**src/rtl/zigzag_run_expander.sv**
```systemverilog
`default_nettype none
// ============================================================================
// Module      : zigzag_run_expander
// Description : Expands (run, level, EOB) tokens into 64 coefficients per
//               8x8 block, emitted in zigzag order. Each coefficient carries
//               its raster row/col. One registered output slot with a
//               valid/ready handshake on both sides.
// Revision    : 1.0 - initial release
// ============================================================================
module zigzag_run_expander #(
  parameter int PIXEL_BIT = 12,
  parameter int BLOCK_BIT = 3,
  parameter int RUN_BIT   = 4
) (
  input  logic                 clk_i,
  input  logic                 rstn_i,
  input  logic [RUN_BIT-1:0]   rle_run_i,
  input  logic [PIXEL_BIT-1:0] rle_level_i,
  input  logic                 rle_eob_i,
  input  logic                 rle_gecerli_i,
  output logic                 rle_hazir_o,
  output logic [PIXEL_BIT-1:0] zig_veri_o,
  output logic [BLOCK_BIT-1:0] zig_veri_row_o,
  output logic [BLOCK_BIT-1:0] zig_veri_col_o,
  output logic                 zig_veri_gecerli_o,
  input  logic                 zig_veri_hazir_i,
  output logic                 zig_blok_son_o,
  output logic                 hata_o
);

  localparam int c_IDX_W = 2 * BLOCK_BIT;
  // One spare bit so idx+run cannot wrap; its MSB flags a run past idx 63.
  localparam int c_SUM_W = c_IDX_W + 1;
  localparam logic [c_IDX_W-1:0] c_LAST_IDX = {c_IDX_W{1'b1}};

  typedef enum logic [1:0] {
    ST_ACCEPT = 2'd0,
    ST_RUN    = 2'd1,
    ST_FILL   = 2'd2
  } state_t;

  // Zigzag index -> raster position {row, col}, standard JPEG order.
  function automatic logic [c_IDX_W-1:0] zz_raster(input logic [c_IDX_W-1:0] zz);
    logic [c_IDX_W-1:0] p;
    case (zz)
      6'd0 : p = 6'd0;   6'd1 : p = 6'd1;   6'd2 : p = 6'd8;   6'd3 : p = 6'd16;
      6'd4 : p = 6'd9;   6'd5 : p = 6'd2;   6'd6 : p = 6'd3;   6'd7 : p = 6'd10;
      6'd8 : p = 6'd17;  6'd9 : p = 6'd24;  6'd10: p = 6'd32;  6'd11: p = 6'd25;
      6'd12: p = 6'd18;  6'd13: p = 6'd11;  6'd14: p = 6'd4;   6'd15: p = 6'd5;
      6'd16: p = 6'd12;  6'd17: p = 6'd19;  6'd18: p = 6'd26;  6'd19: p = 6'd33;
      6'd20: p = 6'd40;  6'd21: p = 6'd48;  6'd22: p = 6'd41;  6'd23: p = 6'd34;
      6'd24: p = 6'd27;  6'd25: p = 6'd20;  6'd26: p = 6'd13;  6'd27: p = 6'd6;
      6'd28: p = 6'd7;   6'd29: p = 6'd14;  6'd30: p = 6'd21;  6'd31: p = 6'd28;
      6'd32: p = 6'd35;  6'd33: p = 6'd42;  6'd34: p = 6'd49;  6'd35: p = 6'd56;
      6'd36: p = 6'd57;  6'd37: p = 6'd50;  6'd38: p = 6'd43;  6'd39: p = 6'd36;
      6'd40: p = 6'd29;  6'd41: p = 6'd22;  6'd42: p = 6'd15;  6'd43: p = 6'd23;
      6'd44: p = 6'd30;  6'd45: p = 6'd37;  6'd46: p = 6'd44;  6'd47: p = 6'd51;
      6'd48: p = 6'd58;  6'd49: p = 6'd59;  6'd50: p = 6'd52;  6'd51: p = 6'd45;
      6'd52: p = 6'd38;  6'd53: p = 6'd31;  6'd54: p = 6'd39;  6'd55: p = 6'd46;
      6'd56: p = 6'd53;  6'd57: p = 6'd60;  6'd58: p = 6'd61;  6'd59: p = 6'd54;
      6'd60: p = 6'd47;  6'd61: p = 6'd55;  6'd62: p = 6'd62;  6'd63: p = 6'd63;
      default: p = '0;
    endcase
    return p;
  endfunction

  state_t               r_state;
  state_t               w_state_next;
  logic [c_IDX_W-1:0]   r_idx;
  logic [RUN_BIT-1:0]   r_rem;
  logic [RUN_BIT-1:0]   w_rem_next;
  logic [PIXEL_BIT-1:0] r_level;
  logic                 r_hata;
  logic [PIXEL_BIT-1:0] r_data;
  logic [BLOCK_BIT-1:0] r_row;
  logic [BLOCK_BIT-1:0] r_col;
  logic                 r_valid;
  logic                 r_son;

  logic                 w_slot_free;
  logic                 w_tok_fire;
  logic                 w_load;
  logic [PIXEL_BIT-1:0] w_load_data;
  logic                 w_level_we;
  logic                 w_set_hata;
  logic [c_SUM_W-1:0]   w_sum;
  logic                 w_overflow;
  logic [c_IDX_W-1:0]   w_pos;

  // The slot may be reloaded whenever it is empty or being drained this cycle.
  assign w_slot_free = !r_valid || zig_veri_hazir_i;
  // Ready is forced low while reset is held so nothing is taken during reset.
  assign rle_hazir_o = rstn_i && (r_state == ST_ACCEPT) && w_slot_free;
  assign w_tok_fire  = rle_gecerli_i && rle_hazir_o;

  assign w_sum      = {1'b0, r_idx} + {{(c_SUM_W-RUN_BIT){1'b0}}, rle_run_i};
  assign w_overflow = w_sum[c_SUM_W-1];
  assign w_pos      = zz_raster(r_idx);

  assign zig_veri_o         = r_data;
  assign zig_veri_row_o     = r_row;
  assign zig_veri_col_o     = r_col;
  assign zig_veri_gecerli_o = r_valid;
  assign zig_blok_son_o     = r_son;
  assign hata_o             = r_hata;

  // Next-state and slot-load decisions.
  always_comb begin
    w_state_next = r_state;
    w_load       = 1'b0;
    w_load_data  = '0;
    w_rem_next   = r_rem;
    w_level_we   = 1'b0;
    w_set_hata   = 1'b0;
    case (r_state)
      ST_ACCEPT: begin
        if (w_tok_fire) begin
          w_load = 1'b1;
          if (rle_eob_i) begin
            if (r_idx != c_LAST_IDX) w_state_next = ST_FILL;
          end else if (rle_run_i == '0) begin
            w_load_data = rle_level_i;
          end else if (w_overflow) begin
            // Run overshoots the block: pad with zeros to the end, drop level.
            w_set_hata = 1'b1;
            if (r_idx != c_LAST_IDX) w_state_next = ST_FILL;
          end else begin
            w_level_we   = 1'b1;
            w_rem_next   = rle_run_i - RUN_BIT'(1);
            w_state_next = ST_RUN;
          end
        end
      end
      ST_RUN: begin
        if (w_slot_free) begin
          w_load = 1'b1;
          if (r_rem == '0) begin
            w_load_data  = r_level;
            w_state_next = ST_ACCEPT;
          end else begin
            w_rem_next = r_rem - RUN_BIT'(1);
          end
        end
      end
      ST_FILL: begin
        if (w_slot_free) begin
          w_load = 1'b1;
          if (r_idx == c_LAST_IDX) w_state_next = ST_ACCEPT;
        end
      end
      default: w_state_next = ST_ACCEPT;
    endcase
  end

  // State, run counter, latched level and sticky error.
  always_ff @(posedge clk_i) begin
    if (!rstn_i) begin
      r_state <= ST_ACCEPT;
      r_rem   <= '0;
      r_level <= '0;
      r_hata  <= 1'b0;
    end else begin
      r_state <= w_state_next;
      r_rem   <= w_rem_next;
      if (w_level_we) r_level <= rle_level_i;
      if (w_set_hata) r_hata  <= 1'b1;
    end
  end

  // Output slot and zigzag index; each load stamps LUT row/col and advances idx.
  always_ff @(posedge clk_i) begin
    if (!rstn_i) begin
      r_idx   <= '0;
      r_data  <= '0;
      r_row   <= '0;
      r_col   <= '0;
      r_valid <= 1'b0;
      r_son   <= 1'b0;
    end else if (w_load) begin
      r_data  <= w_load_data;
      r_row   <= w_pos[c_IDX_W-1:BLOCK_BIT];
      r_col   <= w_pos[BLOCK_BIT-1:0];
      r_son   <= (r_idx == c_LAST_IDX);
      r_valid <= 1'b1;
      r_idx   <= r_idx + c_IDX_W'(1);
    end else if (zig_veri_hazir_i) begin
      r_valid <= 1'b0;
      r_son   <= 1'b0;
    end
  end

endmodule
`default_nettype wire

```
**config.mk**
```make
export PLATFORM = sky130hd
export DESIGN_NAME = zigzag_run_expander
export DESIGN_NICKNAME = d
export VERILOG_FILES = /design/src/rtl/zigzag_run_expander.sv
export SDC_FILE = /design/constraint.sdc
export NUM_CORES = 1
export LEC_CHECK = 0
export ABC_CLOCK_PERIOD_IN_PS = 6370
export CAP_MARGIN = 20
export CORE_UTILIZATION = 55
export CTS_CLUSTER_DIAMETER = 200
export DETAILED_ROUTE_END_ITERATION = 6
export PLACE_DENSITY = 0.84
export SYNTH_ARGS = -nofsm -noshare
export SYNTH_HDL_FRONTEND = slang
export SYNTH_SLANG_ARGS = --single-unit
```
**constraint.sdc**
```tcl
create_clock -name clk_i -period 6.37 [get_ports clk_i]
set_clock_uncertainty 0.1 [all_clocks]
set_input_delay 1.274 -clock clk_i [delete_from_list [all_inputs] [get_ports clk_i]]
set_output_delay 1.274 -clock clk_i [all_outputs]
set_load 0.1 [all_outputs]
```
After elaboration in Yosys (flattened, before gate mapping)
Memory sizes are Yosys's and may differ from the RTL's. A register that Yosys moved wholly into a read port is not among the register bits. Index checks and enable logic that the tools add are counted.

Add/subtract/negate cells: 4. Multiply operators: 0. Divide/modulo/power cells: 0. Order comparisons: 0. Equal/unequal tests: 14. Shift-type cells: 0. Muxes and demuxes: 39. Bitwise logic cells: 0. Reduce and logical (&&, ||, !) cells: 14.

Operator list (number): $mux W12 (5); $mux W4 (6); $pmux W12 S2 (1); $mux W2 (9); $ne A2 B2 Y1 const B (9); $mux W1 (15); $logic_not A4 Y1 (2); $pmux W4 S2 (1); $sub A4 B1 Y4 const B (2); $add A6 B4 Y7 (1); $reduce_and A7 Y1 (1); $add A6 B1 Y6 const B (1); $eq A6 B6 Y1 const B (1); $ne A6 B6 Y1 const B (1); $pmux W2 S3 (1); $reduce_and A6 Y1 (1); $reduce_bool A2 Y1 (2); $logic_and A1 B1 Y1 (3); $ne A3 B3 Y1 const B (1); $eq A2 B1 Y1 const B (1); $eq A2 B2 Y1 const B (1); $logic_not A1 Y1 (2); $logic_not A2 Y1 (1); $pmux W1 S2 (1); 2 further kinds (2).

Flip-flop bits (word level): 39. Bits in latches: 0. Memory bits (writable): 0. Memory bits (read-only): 384. Input port bits: 21. Logic and storage cells: 80. Memories kept: 1.

Memory list: (name not given) (depth 64, width 6, read ports 1, clocked after Yosys merged registers in 1, wr ports 0, line 45) `case (zz)`.

Longest topological paths before layout
Gate-level depths: netlist (run 1).

Depth in word-level cells: 7. Depth in mapped cells: 9. Depth with buffers taken out: 7.

Worst setup path after synthesis (run 1)
No wires, ideal clock.

Kind: in2out. From: input rstn_i. To: output rle_hazir_o. Arrival time: 2.850 ns. Path slack: 2.146 ns. Cell stages on the path: 3. Buffers on the path: 1. Path through: clkbuf_1 > nand2_1 > nor2_1.

Word-level cells in the longest chain between the ends: 2.

Ends and longest elaborated chain: start: declaration (line 16) `input logic rstn_i,`; $logic_and A1 B1 Y1 (2 in series) (line 93) `assign rle_hazir_o = rstn_i && (r_state == ST_ACCEPT) && w_slot_free;`; end: declaration (line 21) `output logic rle_hazir_o,`.

No other way between the ends.

Final worst setup path (run 1)
Ends and elaborated chain as after synthesis.

==> impl_metrics.toml, run 1 <==
[sta]
hold_viol_final = 0
slew_headroom_pct = 31.6
rsz0062_at_grt = "false"
fin_setup_tns_ns = 0
whs_ns = 0.362
post-route-min-period_ns = 4.84
worstMarginPinSlew_ns = 1.02
slew_viol_final = 0
min_period_over_period_pct = 76.1
fmax_mhz = 206
setup-violations-final = 0

[synthesis]
synth_ff_type = "dfxtp_1"
yosysMostFrequentCell = "dfxtp_1"
synth_seq_cells = 45
synth.cells.most_frequent = "dfxtp_1, nor2_1, nand2_1, ha_1, mux2i_1"
synth.distinct_cells = 56
synth_edf_count = 0
yosysSeqAreaShare_pct = 31.2
yosysTopAreaCell = "dfxtp_1"
syn_inst = 339
syn_area_per_cell_um2 = 8.51
synth_area_leaders = "dfxtp_1, ha_1, mux2i_1"
synth_nets = 384
async_reset_ff_share_pct = 0
synth_top_area_share_pct = 31.2
yosysWarnings = 0
syn_area_um2 = 2890

[critical_path]
reg2reg_depth = 7
end_kind = "output pin"
required_ns = 5.00
worstPathArrival_ns = 3.47
start_kind = "input port"
path_max_fanout = 16
crit_type = "input port to output pin"

[placed_design]
port_buffers = 42
dp_hpwl_um = 4510
gp_congestion = 0.864

[global_route]
overflow = 0
grt_max_degree = 41
grt_pass1_wl_um = 10800
antenna_found_initial = 0
grt_pass1_vias = 2351
track_usage_pct = 24.9

[power_and_ir_drop]
p_leak_nw = 1.22
irDropWorstVdd_uv = 258
power.internal_mw = 0.688
pwr-share-clk_pct = 16.5
p_sw_mw = 0.675
power.share.switching_pct = 49.5
power.density_nw_per_um2 = 401
comb_power_share_pct = 55.9
p_seq_share_pct = 27.7

[drt]
drc = 0
wl_um = 6620
drt_iter0_markers = 235
vias = 2603
vias_per_cell = 5.97
wl_per_cell_um = 15.2
drt_first_pass_iters = 4
ant_nets = 0

[cells_and_area]
syn2layout_area_growth_pct = 17.9
num_antenna_cells = 0
layout-drive-gt1-share_pct = 7.38
regArea_um2 = 901
num-nets-final = 410
multi_input_area_um2 = 1800
nFillCells = 416

[clock_network]
ctsResizeCount = 0
cts_buffer_depth = 2
cts-root-buf = "clkbuf_8"
clkTransAtPathRegs_ns = 0.09
tritoncts = "built"
clock_sinks = 45
cts_setup_buffers = 0
clk_latency_ns = 0.30
cts_buffers = 5
h-tree-depth = 2
cts_hold_buf = 0

[floorplanning]
num_io_pins = 43
coreArea_um2 = 5070
start_util_pct = 56.9
placementRows = 26
die_h_um = 74.4
fp.dieArea_um2 = 5540
die_x_um = 74.4

[min_path]
worstHoldPathType = "flop to flop"
hold_path_depth = 2

[job]
max_cap_viol_count = 0

[status]
status = "completed"
-- registers in the layout (all words and copies together), names as in the netlist --
name	count
r_idx	6
hata_o	1
zig_veri_row_o	3
r_rem	4
zig_veri_gecerli_o	1
zig_veri_o	12
zig_blok_son_o	1
r_level	12
r_state	2
zig_veri_col_o	3
-- stage by stage --
stage | area [µm²] | cells | utilization, % | setup WS (ns) | total power, mW
2_1_floorplan | 2890 | 339 | - | 2.15 | 0.981
3_3_place_gp | 3290 | 428 | 64.8 | 1.60 | 1.12
3_5_place_dp | 3290 | 428 | 64.8 | 1.53 | 1.14
4_1_cts | 3400 | 436 | 67.1 | 1.55 | 1.36
5_1_grt | 3400 | 436 | 67.1 | 1.46 | 1.45
6_report | 3400 | 436 | 67.1 | 1.53 | 1.36
-- power groups by stage --
stage	Clock, mW	Combinational [mW]	Sequential (mW)
4_1_cts	0.227	0.761	0.377
6_report	0.224	0.762	0.378
3_5_place_dp	0	0.757	0.383
2_1_floorplan	0	0.402	0.579
5_1_grt	0.239	0.824	0.383
3_3_place_gp	0	0.743	0.381
-- worst paths after layout --
kind,start,to,slack (ns)
setup / recovery,rstn_i,rle_hazir_o,1.53
hold / removal,zig_veri_row_o[2]$_SDFFE_PN0P_,zig_veri_row_o[2]$_SDFFE_PN0P_,0.36
setup reg to reg,r_idx[3]$_SDFFE_PN0P_,r_level[9]$_SDFFE_PN0P_,3.54
hold reg to reg,zig_veri_row_o[2]$_SDFFE_PN0P_,zig_veri_row_o[2]$_SDFFE_PN0P_,0.36
-- per-layer routing --
| layer | share of wire, % | GRT usage, % | routed length [µm] |
|---|---|---|---|
| met5 | 0 | 0 | 0 |
| met1 | 47 | 34.3 | 3110 |
| met2 | 48 | 40.6 | 3180 |
| met3 | 4.2 | 4.47 | 277 |
| met4 | 0.74 | 5.66 | 49 |
-- placed cells by master, fill, tap and decap left out, drive strengths merged, types with 6 or more instances in the layout --
cell type      count
mux2i             20
a221oi            12
nor3              18
dfxtp             45
o31ai              7
inv               15
a21oi             18
o21ai              7
nand3             15
ha                24
nor2              44
clkdlybuf4s50     42
xnor2              6
nand2             26
-- critical path, stage by stage --
cell,delay (ns)
clkdlybuf4s50_1,0.83
nand2_1,0.13
nor2_1,0.10
clkdlybuf4s50_1,1.13
-- final cells by class --
class	count	share of cell area (%)
repair buffers	46	13.2
multi-input cells	254	52.9
clock buffers	5	2.02
flip-flops and latches	45	26.5
inverters	13	1.43
clock inverters	3	1.40
well taps	70	2.57
-- kinds of logic (layout without fill, tap and decap cells) --
group                      Yosys count  count (layout)  share of synthesized area, %
AOI/OAI and AO/OA                   77              77                          20.7
xor gates and xnor gates             8               8                          2.43
adders and majority gates           24              24                          10.4
buffers and inverters               40              67                          6.41
DFF                                 45              45                          31.2
muxes                               21              21                          7.33
and+or+nand+nor                    124             124                          21.5
Note: power is estimated with default switching activity, not from simulation.
==> run 2, diff against run 1 <==
ABC_CLOCK_PERIOD_IN_PS = 4290   (was 6370)
CORE_UTILIZATION = 49   (was 55)
PLACE_DENSITY = 0.79   (was 0.84)
clock period = 4.29 ns   (was 6.37 ns; I/O delays follow)
==> impl_metrics.toml, run 2 (synthesized netlist as in run 1, its figures left out) <==
[sta]
min_period_over_period_pct = 73.1
hold_viol_final = 0
post-route-min-period_ns = 3.14
slew_headroom_pct = 34.4
fin_setup_tns_ns = 0
rsz0062_at_grt = "false"
fmax_mhz = 319
worstMarginPinSlew_ns = 0.981
slew_viol_final = 0
setup-violations-final = 0

[critical_path]
end_kind = "output pin"
worstPathArrival_ns = 2.18
critPathSlowestCell = "clkdlybuf4s50_1"
path_max_fanout = 16
start_kind = "input port"
crit_type = "input port to output pin"
cpPeakStageDelay_ns = 0.80
required_ns = 3.33
cp_cell_sequence = "clkdlybuf4s50_1, nand2_1, nor2_1, buf_4"

[placed_design]
dp_hpwl_um = 4690
dp_cells = 431
port_buffers = 42
gp_congestion = 0.855

[drt]
wl_um = 6700
vias = 2600
wl_per_cell_um = 15.3
vias_per_cell = 5.92
ant_nets = 0
drc = 0
drt_first_pass_iters = 5
drt_iter0_markers = 280

[floorplanning]
num_io_pins = 43
placementRows = 27
start_util_pct = 51.5
die_h_um = 78.8
fp.dieArea_um2 = 6200
die_x_um = 78.8
coreArea_um2 = 5610

[clock_network]
clock_sinks = 45
cts_buffer_depth = 2
cts_buffers = 5
cts-root-buf = "clkbuf_8"
cts_setup_buffers = 0
h-tree-depth = 2
tritoncts = "built"
clkTransAtPathRegs_ns = 0.08
clk_latency_ns = 0.31
ctsResizeCount = 0
cts_hold_buf = 0

[cells_and_area]
layout_commonest_cell = "dfxtp_1"
final-instance-count-excl-fill = 439
syn2layout_area_growth_pct = 18.2
final_cell_mix = "dfxtp_1, nor2_1, clkdlybuf4s50_1"
num-nets-final = 411
num_antenna_cells = 0
layout-drive-gt1-share_pct = 7.90

[global_route]
top_usage_layer = "met2"
track_usage_pct = 22.3
antenna_found_initial = 0
overflow = 0
use_met1_pct = 30.1
grt_use_met2_pct = 35.7
grt_pass1_wl_um = 11100
gr-usage-met3_pct = 4.14
grt_pass1_vias = 2363
grt_max_degree = 37

[power_and_ir_drop]
comb_power_share_pct = 55.3
power.share.switching_pct = 49.5
irDropWorstVdd_uv = 371
pwr-share-clk_pct = 16.7
p_seq_share_pct = 27.9
p_leak_nw = 1.22
p_sw_mw = 1.00
power.density_nw_per_um2 = 593
power.internal_mw = 1.02

[min_path]
worstHoldPathType = "flop to flop"

[status]
status = "completed"

[job]
max_cap_viol_count = 0
[run 2: area by class of cell]
class / instances / area, µm²
clock buffer: 5 / 68.8
clock inverter: 3 / 47.5
fill: 491 / 2200
inverter: 13 / 48.8
multi-input combinational: 254 / 1800
sequential: 45 / 901
tap: 72 / 90.1
timing repair buffer: 47 / 455
[run 2: power groups by stage]
| stage | combinational, mW | sequential (mW) | clock (mW) |
|---|---|---|---|
| global placement | 1.09 | 0.573 | 0 |
| floorplan | 0.597 | 0.859 | 0 |
| global route | 1.22 | 0.575 | 0.353 |
| CTS | 1.12 | 0.565 | 0.337 |
| detailed placement | 1.11 | 0.575 | 0 |
| finish | 1.12 | 0.565 | 0.339 |
[run 2: final timing paths]
path	startpoint	end	slack, ns	cells past startpoint
max	rstn_i	rle_hazir_o	1.15	4
min	r_idx[2]$_SDFFE_PN0P_	r_idx[2]$_SDFFE_PN0P_	0.37	2
max reg2reg	r_idx[0]$_SDFFE_PN0P_	zig_veri_col_o[1]$_SDFFE_PN0P_	1.47	7
min reg2reg	r_idx[2]$_SDFFE_PN0P_	r_idx[2]$_SDFFE_PN0P_	0.37	2
[run 2: metrics by stage]
step	util (%)	setup slack (ns)	hold WS, ns	instance area [µm²]	total power [mW]
floorplan	-	0.898	0.361	2890	1.46
global placement	58.8	0.990	0.344	3300	1.67
detailed placement	58.8	0.979	0.356	3300	1.69
CTS	60.8	1.17	0.368	3410	2.02
global route	60.8	1.03	0.397	3410	2.14
finish	60.8	1.15	0.372	3410	2.02
[run 2: metal layers]
| metal | up-vias | share of wire (%) | wire length, µm |
|---|---|---|---|
| met5 | - | 0 | 0 |
| li1 | 1282 | - | - |
| met4 | 0 | 1.7 | 116 |
| met3 | 13 | 5.2 | 348 |
| met2 | 95 | 47 | 3170 |
| met1 | 1210 | 46 | 3070 |
[run 2: critical path: cells and delay by family]
kind,cells,cell delay (ns)
buf+inv,2,1.10
simple gates,2,0.22
